File: src/rtl/memory_port.sv
// memory_port
// Single-outstanding memory access unit sitting between the multi-cycle core
// controller and the system bus. One fetch/load/store is accepted at a time,
// driven onto the bus with a request/grant/response handshake guarded by a
// timeout, and completed with a one-cycle memory_valid pulse.
//
// Ports
//   clk, reset            : clock, synchronous active-high reset
//   memory_enable         : controller request strobe (taken only when ready)
//   memory_command        : 0 = read, 1 = write
//   address, write_data   : byte address and LSB-justified store data
//   access_type           : funct3 size/sign code (B,H,W,BU,HU)
//   memory_ready          : idle, can accept a request
//   memory_valid          : one-cycle completion pulse
//   read_data             : aligned, extended load data
//   misaligned_exception  : combinational misalignment flag
//   access_fault          : completion carries a bus error or timeout
//   bus_request/bus_write/bus_address/bus_write_data/bus_byte_enable : bus request side
//   bus_grant/bus_response_valid/bus_read_data/bus_error            : bus response side
module memory_port #(
    parameter int TIMEOUT_CYCLES = 255
) (
    input  logic        clk,
    input  logic        reset,
    input  logic        memory_enable,
    input  logic        memory_command,
    input  logic [31:0] address,
    input  logic [31:0] write_data,
    input  logic [2:0]  access_type,
    output logic        memory_ready,
    output logic        memory_valid,
    output logic [31:0] read_data,
    output logic        misaligned_exception,
    output logic        access_fault,
    output logic        bus_request,
    output logic        bus_write,
    output logic [31:0] bus_address,
    output logic [31:0] bus_write_data,
    output logic [3:0]  bus_byte_enable,
    input  logic        bus_grant,
    input  logic        bus_response_valid,
    input  logic [31:0] bus_read_data,
    input  logic        bus_error
);

    typedef enum logic [1:0] {
        IDLE,
        REQUEST,
        WAIT,
        RESPOND
    } state_t;

    localparam logic [16:0] TIMEOUT_LIMIT = 17'(TIMEOUT_CYCLES);

    state_t      state;
    logic [15:0] count;
    logic [2:0]  type_q;
    logic [1:0]  offset_q;
    logic [16:0] count_inc;
    logic        timeout_hit;

    // Replicate the store operand across lanes so the slave can pick any lane.
    function automatic logic [31:0] encode_data(input logic [1:0] size,
                                                input logic [31:0] data);
        case (size)
            2'b00:   return {4{data[7:0]}};
            2'b01:   return {2{data[15:0]}};
            default: return data;
        endcase
    endfunction

    function automatic logic [3:0] encode_be(input logic [1:0] size,
                                             input logic [1:0] offset);
        case (size)
            2'b00:   return 4'b0001 << offset;
            2'b01:   return 4'b0011 << {offset[1], 1'b0};
            default: return 4'b1111;
        endcase
    endfunction

    function automatic logic [31:0] decode_read(input logic [2:0] kind,
                                                input logic [1:0] offset,
                                                input logic [31:0] word);
        logic [31:0] shifted;
        shifted = word >> {offset, 3'b000};
        case (kind)
            3'b000:  return {{24{shifted[7]}}, shifted[7:0]};
            3'b001:  return {{16{shifted[15]}}, shifted[15:0]};
            3'b100:  return {24'd0, shifted[7:0]};
            3'b101:  return {16'd0, shifted[15:0]};
            default: return shifted;
        endcase
    endfunction

    // Size codes 10 and 11 are both treated as word-sized for alignment.
    always_comb begin
        misaligned_exception = 1'b0;
        if (access_type[1])
            misaligned_exception = (address[1:0] != 2'b00);
        else if (access_type[0])
            misaligned_exception = address[0];
    end

    // The counter value seen in a cycle is the number of earlier
    // REQUEST/WAIT cycles, so +1 is the count including this one.
    assign count_inc   = {1'b0, count} + 17'd1;
    assign timeout_hit = (count_inc == TIMEOUT_LIMIT);

    always_ff @(posedge clk) begin
        if (reset) begin
            state           <= IDLE;
            memory_ready    <= 1'b1;
            memory_valid    <= 1'b0;
            access_fault    <= 1'b0;
            read_data       <= 32'd0;
            bus_request     <= 1'b0;
            bus_write       <= 1'b0;
            bus_byte_enable <= 4'b0000;
            count           <= 16'd0;
        end else begin
            case (state)
                IDLE: begin
                    memory_valid <= 1'b0;
                    if (memory_enable && !misaligned_exception) begin
                        bus_address     <= {address[31:2], 2'b00};
                        bus_write       <= memory_command;
                        bus_write_data  <= encode_data(access_type[1:0], write_data);
                        bus_byte_enable <= memory_command
                                           ? encode_be(access_type[1:0], address[1:0])
                                           : 4'b1111;
                        type_q          <= access_type;
                        offset_q        <= address[1:0];
                        count           <= 16'd0;
                        memory_ready    <= 1'b0;
                        bus_request     <= 1'b1;
                        state           <= REQUEST;
                    end
                end
                REQUEST: begin
                    count <= count + 16'd1;
                    if (timeout_hit) begin
                        bus_request  <= 1'b0;
                        access_fault <= 1'b1;
                        read_data    <= 32'd0;
                        memory_valid <= 1'b1;
                        state        <= RESPOND;
                    end else if (bus_grant) begin
                        bus_request <= 1'b0;
                        state       <= WAIT;
                    end
                end
                WAIT: begin
                    count <= count + 16'd1;
                    // A response in the timeout cycle takes priority.
                    if (bus_response_valid) begin
                        read_data    <= bus_error ? 32'd0
                                        : decode_read(type_q, offset_q, bus_read_data);
                        access_fault <= bus_error;
                        memory_valid <= 1'b1;
                        state        <= RESPOND;
                    end else if (timeout_hit) begin
                        access_fault <= 1'b1;
                        read_data    <= 32'd0;
                        memory_valid <= 1'b1;
                        state        <= RESPOND;
                    end
                end
                RESPOND: begin
                    memory_valid <= 1'b0;
                    memory_ready <= 1'b1;
                    state        <= IDLE;
                end
                default: begin
                    state        <= IDLE;
                    memory_ready <= 1'b1;
                    memory_valid <= 1'b0;
                    bus_request  <= 1'b0;
                end
            endcase
        end
    end

endmodule

File: config.mk
export PLATFORM = sky130hd
export DESIGN_NAME = memory_port
export DESIGN_NICKNAME = d
export VERILOG_FILES = /design/src/rtl/memory_port.sv
export SDC_FILE = /design/constraint.sdc
export NUM_CORES = 1
export LEC_CHECK = 0
export CAP_MARGIN = 20
export CORE_MARGIN = 2
export CORE_UTILIZATION = 45
export DETAILED_ROUTE_END_ITERATION = 10
export GPL_TIMING_DRIVEN = 0
export PLACE_DENSITY = 0.8
export SLEW_MARGIN = 20
export SYNTH_ARGS = -nofsm -noshare
export SYNTH_HDL_FRONTEND = slang
export SYNTH_SLANG_ARGS = --single-unit
File: constraint.sdc
create_clock -name clk -period 5.4 [get_ports clk]
set_input_delay 1.08 -clock clk [delete_from_list [all_inputs] [get_ports clk]]
set_output_delay 1.08 -clock clk [all_outputs]
set_load 0.05 [all_outputs]
; ---- Word-level counts from Yosys, hierarchy flattened
; Cells that the tools add are included.
[totals]
ff_bits = 126
inputBits = 106
out_inout_bits = 106
wordCells = 78
[classes]
add_sub_neg = 2
eq_ne = 11
shifts = 3
muxes = 30
bitwise = 1
reduce_logical = 18
[op_table]
columns = op, n
row1 = 32-bit case mux with 2 select lines, 2
row2 = 32-bit case mux with 4 select lines, 1
row3 = 32-bit 2-to-1 mux, 3
row4 = 16-bit case mux with 2 select lines, 1
row5 = 32-bit by 5-bit right shift with 32-bit output, 1
row6 = "16-bit by 1-bit adder with 17-bit output, second input constant", 1
row7 = "17-bit by 8-bit equality test with 1-bit output, second input constant", 1
row8 = "16-bit by 1-bit adder with 16-bit output, second input constant", 1
row9 = 16-bit 2-to-1 mux, 1
row10 = 1-bit 2-to-1 mux, 10
row11 = 2-bit 2-to-1 mux, 5
row12 = 2-bit nonzero test, 5
row13 = 3-bit AND reduction, 3
row14 = 2-bit case mux with 4 select lines, 1
row15 = 4-bit case mux with 2 select lines, 1
row16 = "3-bit equality test, second input constant", 2
row17 = "3-bit inequality test, second input constant", 2
row18 = 1-bit case mux with 2 select lines, 3
row19 = 2-bit AND reduction, 3
row20 = "2-bit by 1-bit equality test with 1-bit output, second input constant", 2
row21 = "2-bit equality test, second input constant", 2
row22 = 2-bit zero test, 2
row23 = 4-bit 2-to-1 mux, 1
row24 = 2-bit OR reduction, 2
row25 = other kinds (9), 9

; ---- Depth between registers and ports, before layout
; Gate-level depths: netlist of run 1.
[depth]
ltp_word = 6
ltp_mapped = 11
ltp_nobuf = 9

; ---- Worst setup path before layout of run 1
; Ideal clock, no wire load.
[synth_path]
path_type = input-to-reg
start = input port access_type[1]
end = register bus_address[10], enable pin
setup_time_ns = 0.493
t_arrival_ns = 4.451
required_ns = 4.907
path_slack_ns = 0.456
stages = 4
n_path_buf = 1
path_cell_list = clkbuf_1 o21ai_0 nand4_1 nor2_1
[synth_between]
elab_chain_cells = 4
[synth_lines]
columns = item, line
row1 = from (decl), 29  ; input logic [2:0] access_type,
row2 = 1-bit 2-to-1 mux, 98  ; if (access_type[1])
row3 = 1-bit zero test, 124  ; if (memory_enable && !misaligned_exception) begin
row4 = 1-bit logical AND, 124
row5 = 3-bit AND reduction (no line), --
row6 = to (signal assigned), 125  ; bus_address <= {address[31:2], 2'b00};
row7 = to (decl), 37  ; output logic [31:0] bus_address,
; Every way passes these cells.
; A chain may end at the register's enable or synchronous reset.

; ---- Worst setup path after layout of run 1
[layout_path]
start = input port access_type[1]
end = output port misaligned_exception
[layout_between]
elab_chain_cells = 1
[layout_lines]
columns = item, line
row1 = 1-bit 2-to-1 mux, 98
row2 = to (decl), 33  ; output logic misaligned_exception,
; Every way passes these cells.

==> impl_metrics.toml, run 1 <==
[cts]
post_cts_resized = 0
post_cts_buffers = 0
clkSlewWorstSetupHoldPaths_ns = 0.05
hold_buffers = 0
cts_made_buffers = 17
cts-root-buf = "clkbuf_16"
clockBufferDepth = 2
cts-htree-levels = 4
clock_sinks = 126
cts_tree = "yes"
clock_latency_ns = 0.41

[power]
p_leak_nw = 3.22
fin_total_pwr_mw = 3.36
cellPowerDensity_mw_per_mm2 = 378
ir_worst_vdd_v = 0.000216

[global_route]
busiest_layer = "met2"
track_usage = 0.252
grt_use_met2 = 0.426
grt_pass1_wl_mm = 27.5
grt_use_met1 = 0.292
antenna_found_initial = 0
grt_max_degree = 32
overflow = 0
grt.met3_usage = 0.0752
first_global_vias = 5170

[timing]
setup_viol = 0
tightestPinTransition_ns = 1.06
finalCriticalPeriod_ns = 4.40
fin_skew_ns = 0.00887
max-slew-margin-rel = 0.288
hold_viol = 0
max_freq_mhz = 227
fin_crit_sh = 0.815
grt_setup_unrepaired = "no"
timing.final.max_slew_violations = 0

[detailed_routing]
dr.pass1.iters = 8
via_count = 5267
viasPerCell = 5.45
drt_iter0_markers = 442
post_drt_wl_per_cell_um = 18.2
remaining_drc_errors = 0
drt_wl_total_mm = 17.6
ant_nets = 0

[placement]
place_congestion = 0.907
io_buffers = 209
dpl_cell_area_mm2 = 0.00829
dp_hpwl_mm = 13.1
dp_cells = 934

[yosys]
ys_ff_latch = 126
synthArstFlopShare = 0
synth_edf_count = 67
syn_avg_cell_area_um2 = 10.8
netlist_area_mm2 = 0.00593
yosysWarnings = 0
synth_cell_types = 61
yosysSeqAreaShare = 0.538
ys.flop_type = "edfxtp_1"
syn_inst = 550

[finish]
syn_to_final_growth_pct = 49.9
final_cell_mix = "clkdlybuf4s50_1, nand2_1, edfxtp_1"
stdcell_count = 966
drive_above_1_share = 0.111
insertedDiodeCount = 0
stdcell_area_mm2 = 0.00889
final_common_cell = "clkdlybuf4s50_1"
fin_nets = 894

[worst_hold_path]
worst_hold_path_type = "reg2reg"

[critical_path]
start_kind = "input pin"
required_ns = 4.32
worst_setup_path_end_kind = "output pin"
crit_type = "in2out"
critPathMaxFanout = 9
worstPathArrival_ns = 3.32

[die]
die_h_um = 119
rows = 41
start_util = 0.466
die_w_um = 119
coreArea_mm2 = 0.0127
design.die.area_mm2 = 0.0141
ios = 212

[job]
drv_cap = 0

[outcome]
status = "completed"
-- stage by stage --
stage | util | hold slack [ns] | worst slack [ns] | TNS, ns
after floorplan | - | 0.475 | 0.456 | 0
after global placement | 0.648 | 0.445 | -1.25 | -83.28
after detailed placement | 0.652 | 0.456 | 0.993 | 0
after CTS | 0.699 | 0.470 | 0.976 | 0
after global routing | 0.699 | 0.483 | 0.863 | 0
final | 0.699 | 0.465 | 1.00 | 0
-- final timing paths --
path / slack (ns) / cells past startpoint / start / end
setup / recovery: 1.00 / 5 / access_type[1] / misaligned_exception
hold / removal: 0.46 / 1 / read_data[6] / read_data[6]
hold reg to reg: 0.46 / 1 / read_data[6] / read_data[6]
setup reg to reg: 2.35 / 10 / state[0] / read_data[29]
-- power by group --
group	internal [mW]	total [mW]	leakage [nW]	switching [mW]
registers	1.10	1.15	1.09	0.0477
logic	0.378	1.04	1.84	0.663
clock network	0.752	1.16	0.293	0.412
total	2.23	3.36	3.22	1.12
-- synth_stat cells (5+ instances only) --
cell,instances,share of area
a311oi_1,6,0.0089
nor2_1,28,0.018
ha_1,7,0.015
o2bb2ai_1,8,0.012
buf_1,5,0.0032
a211oi_1,7,0.0089
mux2_2,24,0.046
buf_2,7,0.0059
nand4_1,7,0.0074
edfxtp_1,67,0.34
nand3b_1,10,0.013
inv_1,8,0.0051
a41oi_1,5,0.0074
clkbuf_1,16,0.010
dfxtp_1,59,0.20
nand2_1,71,0.045
buf_6,6,0.011
a21oi_1,36,0.030
a22o_1,16,0.024
o21ai_0,55,0.046
mux2i_1,26,0.044
nor3_1,6,0.0051
a31oi_1,7,0.0074
-- state kept, by name, indices dropped and copies added, names as in the netlist, 2 cells and up --
signal and cells:
count 16, bus_address 30, read_data 32, state 2
type_q 3, offset_q 2, bus_byte_enable 4, bus_write_data 32
-- routing by layer --
metal / part of all wire / wire [µm]
met3: 0.073 / 1290
met1: 0.40 / 7050
met2: 0.49 / 8650
met5: 0 / 0
met4: 0.035 / 614
-- area by class of cell --
cell class              instances  area (µm²)
fillers                       995        3830
flip-flops and latches        126        3190
multi-input cells             376        2440
repair buffers                211        2130
clock buffers                  22         465
plain buffers                  41         278
well taps                     172         215
clock inverters                10         135
inverters                       8        30.0
-- critical path: stages --
cell	delay, ns
clkdlybuf4s50_1	0.48
clkbuf_1	0.44
o21ai_0	0.31
nand2_1	0.18
clkdlybuf4s50_1	0.82
-- kinds of logic (layout without fill, tap and decap cells) --
logic type,Yosys count,in the layout,share of synthesized area
adders and majority gates,7,7,0.0148
other,1,2,0.000632
and+or+nand+nor,160,160,0.135
AOI/OAI and AO/OA,155,155,0.167
DFF,126,126,0.538
muxes,50,50,0.0894
buffers and inverters,49,292,0.0519
xor gates and xnor gates,2,2,0.00295
Power figures use the tool's default switching activity.
==> run 2, diff against run 1 <==
CORE_UTILIZATION = 41   (was 45)
PLACE_DENSITY = 0.77   (was 0.8)
clock period = 3.97 ns   (was 5.4 ns; I/O delays follow)
==> run 2 against run 1 <==
Effect of this change: cell count grew 0.72%; clock power grew 32%; die area grew 9.4%; combinational power grew 38%; sequential power grew 37%; critical path type unchanged; largest power group is now sequential cells.
==> impl_metrics.toml, run 2 (same netlist as run 1, synthesis figures left out) <==
[placement]
dp_slack_ns = 0.0937
dp_hpwl_mm = 13.6
place_congestion = 0.900
io_buffers = 209

[timing]
fin_setup_tns_ns = 0
fin_crit_sh = 0.958
hold_viol = 0
setup_viol = 0
timing.final.max_slew_violations = 0
max_freq_mhz = 263
max-slew-margin-rel = 0.310
grt_setup_unrepaired = "no"
fin_ws_ns = 0.166
finalCriticalPeriod_ns = 3.80
fin_skew_ns = 0.00525
tightestPinTransition_ns = 1.03

[worst_hold_path]
worstHoldPathCells = 2
worstHoldStart = "bus_write"
worst_hold_path_type = "reg2reg"
min_to = "bus_write"

[die]
die_w_um = 124
coreArea_mm2 = 0.0140
start_util = 0.424
design.die.area_mm2 = 0.0154
ios = 212
die_h_um = 124
rows = 43

[finish]
insertedDiodeCount = 0
final_cell_mix = "clkdlybuf4s50_1, nand2_1, edfxtp_1"
reg_top3 = "bus_write_data: 32 flops, read_data: 32 flops, bus_address: 30 flops"
drive_above_1_share = 0.112
syn_to_final_growth_pct = 50.2
final_common_cell = "clkdlybuf4s50_1"
fin_nets = 895

[outcome]
status = "completed"

[critical_path]
regToRegSetupSlack_ns = 0.92
r2r-start = "state[0]"
critPathMaxFanout = 9
cpPeakStageDelay_ns = 0.82
critPathSlowestCell = "clkdlybuf4s50_1"
worst_setup_path_end_kind = "output pin"
r2r.worst_path.cells = 10
crit_type = "in2out"
required_ns = 3.18
start_kind = "input pin"
worstPathArrival_ns = 3.01
path_cells = "clkdlybuf4s50_1 -> clkbuf_1 -> o21ai_0 -> nand2_1 -> clkdlybuf4s50_1"
rr_endpoint = "read_data[30]"
cpMostUsedCell = "clkdlybuf4s50_1"

[power]
p_leak_nw = 3.21
cellPowerDensity_mw_per_mm2 = 509
ir_worst_vdd_v = 0.000384

[global_route]
busiest_layer = "met2"
antenna_found_initial = 1
grt_pass1_wl_mm = 28.3
grt_use_met2 = 0.407
track_usage = 0.233
grt.met3_usage = 0.113
grt_max_degree = 28
overflow = 0
first_global_vias = 5441
grt_use_met1 = 0.251

[cts]
cts-htree-levels = 4
clock_sinks = 126
cts_tree = "yes"
clock_latency_ns = 0.42
clkSlewWorstSetupHoldPaths_ns = 0.05
cts_made_buffers = 17
cts-root-buf = "clkbuf_16"
post_cts_buffers = 0
post_cts_resized = 0
hold_buffers = 0
clockBufferDepth = 2

[detailed_routing]
drt_iter0_markers = 484
ant_nets = 0
drt_wl_total_mm = 18.1
remaining_drc_errors = 0
viasPerCell = 5.41
post_drt_wl_per_cell_um = 18.6
dr.pass1.iters = 5
via_count = 5261

[job]
drv_cap = 0
==> run 2: cell type report <==
type | count | area [µm²]
sequential | 126 | 3190
inverter | 8 | 30.0
clock buffer | 18 | 429
clock inverter | 12 | 146
multi-input combinational | 376 | 2440
tap | 180 | 225
buffer | 41 | 278
timing repair buffer | 212 | 2170
fill | 1114 | 5080
==> run 2: through the flow <==
stage,total power [mW],hold slack [ns],cell area (µm²),cells,utilization
2_1_floorplan,2.49,0.475,5940,551,-
3_3_place_gp,2.97,0.455,8260,940,0.590
3_5_place_dp,3.02,0.458,8340,943,0.596
4_1_cts,4.56,0.468,8910,973,0.637
5_1_grt,4.76,0.495,8910,973,0.637
6_report,4.54,0.468,8910,973,0.637
==> run 2: report_power, final <==
part	switching, mW	internal [mW]	leakage [nW]
combinational	0.918	0.520	1.85
sequential	0.0657	1.50	1.09
clock	0.561	0.972	0.271
total	1.54	2.99	3.21
==> run 2: how the worst max path moves through the flow <==
stage | from | end | slack (ns)
2_1_floorplan | access_type[1] | bus_address[10] | 0.43
3_3_place_gp | access_type[1] | type_q[0] | -0.95
3_5_place_dp | access_type[1] | misaligned_exception | 0.09
4_1_cts | access_type[1] | misaligned_exception | 0.09
5_1_grt | access_type[1] | misaligned_exception | 0.02
6_report | access_type[1] | misaligned_exception | 0.17
==> run 2: layer usage <==
| layer | up-vias | part of all wire |
|---|---|---|
| li1 | 2505 | - |
| met1 | 2515 | 0.38 |
| met2 | 213 | 0.50 |
| met3 | 26 | 0.10 |
| met4 | 2 | 0.013 |
| met5 | - | 0.00072 |
==> run 2: worst max-delay path, delay by kind of cell <==
kind	cells	cell delay (ns)
AOI/OAI and AO/OA	1	0.30
and+or+nand+nor	1	0.19
buffers and inverters	3	1.73
==> patch 1, RTL diff (config.mk and constraints of run 2) <==
Put one more register stage on the output `access_fault`, with the module's reset. The value now appears one clock later. The other outputs are not delayed to match.
--- a/src/rtl/memory_port.sv
+++ b/src/rtl/memory_port.sv
@@ -53,2 +53,4 @@
     localparam logic [16:0] TIMEOUT_LIMIT = 17'(TIMEOUT_CYCLES);
+
+    logic access_fault_s0;
 
@@ -113,3 +115,3 @@
             memory_valid    <= 1'b0;
-            access_fault    <= 1'b0;
+            access_fault_s0 <= 1'b0;
             read_data       <= 32'd0;
@@ -142,3 +144,3 @@
                         bus_request  <= 1'b0;
-                        access_fault <= 1'b1;
+                        access_fault_s0 <= 1'b1;
                         read_data    <= 32'd0;
@@ -157,3 +159,3 @@
                                         : decode_read(type_q, offset_q, bus_read_data);
-                        access_fault <= bus_error;
+                        access_fault_s0 <= bus_error;
                         memory_valid <= 1'b1;
@@ -161,3 +163,3 @@
                     end else if (timeout_hit) begin
-                        access_fault <= 1'b1;
+                        access_fault_s0 <= 1'b1;
                         read_data    <= 32'd0;
@@ -182,2 +184,10 @@
 
+    always_ff @(posedge clk) begin
+        if (reset) begin
+            access_fault <= '0;
+        end else begin
+            access_fault <= access_fault_s0;
+        end
+    end
+
 endmodule
Formal check against the unedited RTL: not equivalent (a bounded check fails within 4 cycles, from zero or initial values and one cycle with reset high).
==> patch 1 against run 2 <==
  * Power is 10% lower
  * Count of clock-buffer cells in the layout is 1 lower
  * Critical path depth fell by 1
  * Combinational power down 24%
  * Worst setup slack gained 0.13 ns
  * Utilization decreased by 0.77 points
  * Clock power is 5% lower
  * Register-to-register slack improved by 0.07 ns
  * Maximum frequency grew 3.5%
  * Final area shrank 2.7%
  * Synthesized area is 3.3% lower
  * Sequential cell count is 1 higher
  * Wire length is 8.9% lower
  * Hold slack worse by 0.015 ns
  * Largest cell class unchanged
==> patch 1: results (changes against run 2) <==
| Metric | Value |
|---|---|
| Status | `completed` |
| Met1 usage | `25.5% (+0.39 points)` |
| Largest net degree at the start of global routing | `25 (-11%)` |
| Post-DP HPWL | `12300 µm (-10%)` |
| Worst R2R Setup Slack | `0.99 ns (+0.07 ns)` |
| Buffering overhead | `26.6% (-0.88 points)` |
| Pre-antenna DRT Iters | `6 (+1)` |
| Worst hold stages | `1 (-1)` |
| Fin cells | `947 (-2.7%)` |
| Setup Slack @ Placement | `0.134 ns (+0.0404 ns)` |
| Vias | `4967 (-5.6%)` |
| Met3 usage | `9.25% (-2.1 points)` |
| Hold_sp | `read_data[14]$_SDFFE_PP0N_` |
| # nets final | `867 (-3.1%)` |
| Clock network area share | `6.39% (-0.065 points)` |
| Final Wtd Congestion | `0.919 (+2.1%)` |
| Multi-input combinational area share | `27.0% (-0.37 points)` |
| DR iter-0 viols | `331 (-32%)` |
| WHS Endpoint | `read_data[14]$_SDFFE_PP0N_` |
| Sequential cell area | `3210 µm² (+0.63%)` |
| Final Cell Area | `8670 µm² (-2.7%)` |
| RR Startpoint | `count[0]$_SDFFE_PP0P_` |
| Met2 WL | `7940 µm (-13%)` |
| Fillers | `1132 (+1.6%)` |
| First-pass GRT wire length | `25200 µm (-11%)` |
| Wirelength, routed | `16500 µm (-8.9%)` |
| Worst R2R End | `read_data[31]$_SDFFE_PP0N_` |
| Mean Syn Cell Area | `10.9 µm² (+1.5%)` |
| Met1 Routed Length | `6690 µm (-3.4%)` |
| Number of library cell types mapped by synthesis | `55 (-9.8%)` |
| Share of layout cells above drive strength 1 | `10.7% (-0.53 points)` |
| Num sequential | `127 (+0.79%)` |
| Critical path arrival | `2.88 ns (-0.13 ns)` |
| Sequential area share after synthesis | `56.0% (+2.2 points)` |
| Worst Skew | `0.0102 ns (+0.00495 ns)` |
| CP max FO | `10 (+1)` |
| Synth top cells by count | `nand2_1 (68), edfxtp_1 (67), dfxtp_1 (60), o21ai_0 (41), nor2_1 (33)` |
patch 1: changes by cell type after synthesis, sizes merged, moves of 5 or more:
cell | before | now
nor4 | 0 | 6
buf | 21 | 16
a21oi | 37 | 25
nand3b | 10 | 0
nor2 | 28 | 33
nor3 | 6 | 14
o21ai | 55 | 43
a21o | 1 | 8
mux2i | 26 | 32
a31oi | 7 | 2
patch 1: cells by family after synthesis:
| logic type | after synthesis | synth area share, % |
|---|---|---|
| compound gates | 125 | 14.2 |
| xor+xnor | 5 | 0.764 |
| fa+ha+maj | 7 | 1.53 |
| buf+inv | 43 | 3.29 |
| flops | 127 | 56.0 |
| mux | 55 | 10.1 |
| other cells | 1 | 0.0654 |
| simple gates | 161 | 14.0 |
patch 1: power by group through the flow:
stage	clock network, mW	logic, mW	registers [mW]
floorplan	0	0.446	1.78
global placement	0	1.03	1.56
detailed placement	0	1.08	1.56
CTS	1.47	1.08	1.53
global route	1.53	1.17	1.54
finish	1.45	1.09	1.53
==> patch 2, RTL diff (settings of run 2) <==
Made on the original files. Change the parameter `TIMEOUT_CYCLES` from 255 to 127.
--- a/src/rtl/memory_port.sv
+++ b/src/rtl/memory_port.sv
@@ -20,3 +20,3 @@
 module memory_port #(
-    parameter int TIMEOUT_CYCLES = 255
+    parameter int TIMEOUT_CYCLES = 127
 ) (
Function: same outputs for any inputs over 4 cycles, from zero or initial values and one cycle with reset high; that may be too few to reach the edited logic, so the function may still have changed.
==> patch 2 against run 2 <==
  * Sequential cell count stayed put
  * Wire length is 1.7% higher
  * Synthesized cell count is 0.18% lower
  * Via count is 0.99% lower
  * Maximum frequency is 0.80% lower
  * Final area is 0.81% lower
  * Non-clock buffer count is 9 lower
  * Power is 1.5% higher
  * Worst setup slack worse by 0.031 ns
  * Utilization hardly changed
  * Synthesized area is 1.6% lower
  * Critical path type unchanged
==> patch 2: results (changes against run 2) <==
| Metric | Value |
|---|---|
| Share of layout cells above drive strength 1 | `9.33% (-1.9 points)` |
| Grt met2 use | `40.5% (-0.17 points)` |
| Sequential area share after synthesis | `54.7% (+0.88 points)` |
| Met1 usage | `27.2% (+2.1 points)` |
| # nets final | `893 (-0.22%)` |
| Lkg Pwr | `3.17 nW (-1.4%)` |
| Met3 wire length | `1730 µm (-5.0%)` |
| Vias | `5209 (-0.99%)` |
| DR iter-0 viols | `357 (-26%)` |
| Worst-case reg-to-reg path depth | `8 (-2)` |
| Met3 usage | `10.6% (-0.73 points)` |
| Synth top cells by count | `nand2_1 (73), edfxtp_1 (67), dfxtp_1 (59), o21ai_0 (48), nor2_1 (42)` |
| Hold_sp | `bus_request$_SDFFE_PP0P_` |
| Total track usage | `24.3% (+0.95 points)` |
| Initial antenna violation count | `0 (-1)` |
| Worst Skew | `0.0127 ns (+0.00747 ns)` |
| WHS Endpoint | `bus_request$_SDFFE_PP0P_` |
| First-pass GRT wire length | `27600 µm (-2.6%)` |
| Final Wtd Congestion | `0.912 (+1.4%)` |
| Number of library cell types mapped by synthesis | `55 (-9.8%)` |
| RR Startpoint | `count[1]$_SDFFE_PP0P_` |
| Post-DP HPWL | `13400 µm (-2.0%)` |
| Largest cells by area after synthesis | `edfxtp_1 (34%), dfxtp_1 (20%), nand2_1 (4.7%), mux2i_1 (4.5%), o21ai_0 (4.1%)` |
| Status | `completed` |
| Delay of the slowest critical-path stage | `0.86 ns (+0.04 ns)` |
| Hold slack | `0.460 ns (-0.00751 ns)` |
| Max Used Layer | `met4` |
| Wirelength, routed | `18400 µm (+1.7%)` |
| Critical path arrival | `3.04 ns (+0.03 ns)` |
| Worst R2R Setup Slack | `0.95 ns (+0.03 ns)` |
| Area post-placement | `8210 µm² (-1.5%)` |
| Met1 Routed Length | `7010 µm (+1.3%)` |
| PnR worst setup slack | `0.136 ns (-0.0307 ns)` |
| Worst slew pin tran | `0.822 ns (-0.210 ns)` |
-- patch 2: cell types whose count changed in the layout (fill, tap and decap cells not counted), moves of 7 or more --
| cell | run 2 | this run |
|---|---|---|
| a211o_1 | 0 | 7 |
| mux2_2 | 24 | 16 |
| nand3b_1 | 10 | 0 |
| nor2_1 | 27 | 41 |
| nor2b_1 | 2 | 13 |
| o2bb2ai_1 | 8 | 0 |
-- patch 2: kinds of logic after synthesis --
| family | synth area share [%] |
|---|---|
| compound gates | 17.8 |
| flops | 54.7 |
| mux | 7.54 |
| buf+inv | 3.58 |
| other cells | 0.0642 |
| simple gates | 14.1 |
| xor+xnor | 0.750 |
| fa+ha+maj | 1.50 |
-- patch 2: area by class of cell --
class,count,area [µm²]
fill,1082,5040
sequential,126,3190
multi-input combinational,379,2460
timing repair buffer,211,2140
clock buffer,17,425
tap,180,225
clock inverter,15,191
buffer,33,164
inverter,12,45.0
-- patch 2: how the worst max path moves through the flow --
stage                                endpoint  depth (start not counted)
floorplan           bus_address[10]$_DFFE_PP_                          4
global placement    bus_address[18]$_DFFE_PP_                          5
detailed placement       misaligned_exception                          5
CTS                      misaligned_exception                          5
global route             misaligned_exception                          5
finish                   misaligned_exception                          5
-- patch 2: metrics by stage --
stage | setup TNS (ns) | instances
after floorplan | 0 | 550
after global placement | -66.05 | 939
after detailed placement | 0 | 941
after CTS | 0 | 973
after global routing | 0 | 973
final | 0 | 973
-- patch 2: where the power goes --
| part | leakage [nW] | total [mW] | switching, mW | internal (mW) |
|---|---|---|---|---|
| Clock | 0.297 | 1.66 | 0.609 | 1.05 |
| Combinational | 1.78 | 1.38 | 0.907 | 0.475 |
| Sequential | 1.09 | 1.57 | 0.0623 | 1.51 |
| Total | 3.17 | 4.61 | 1.58 | 3.03 |
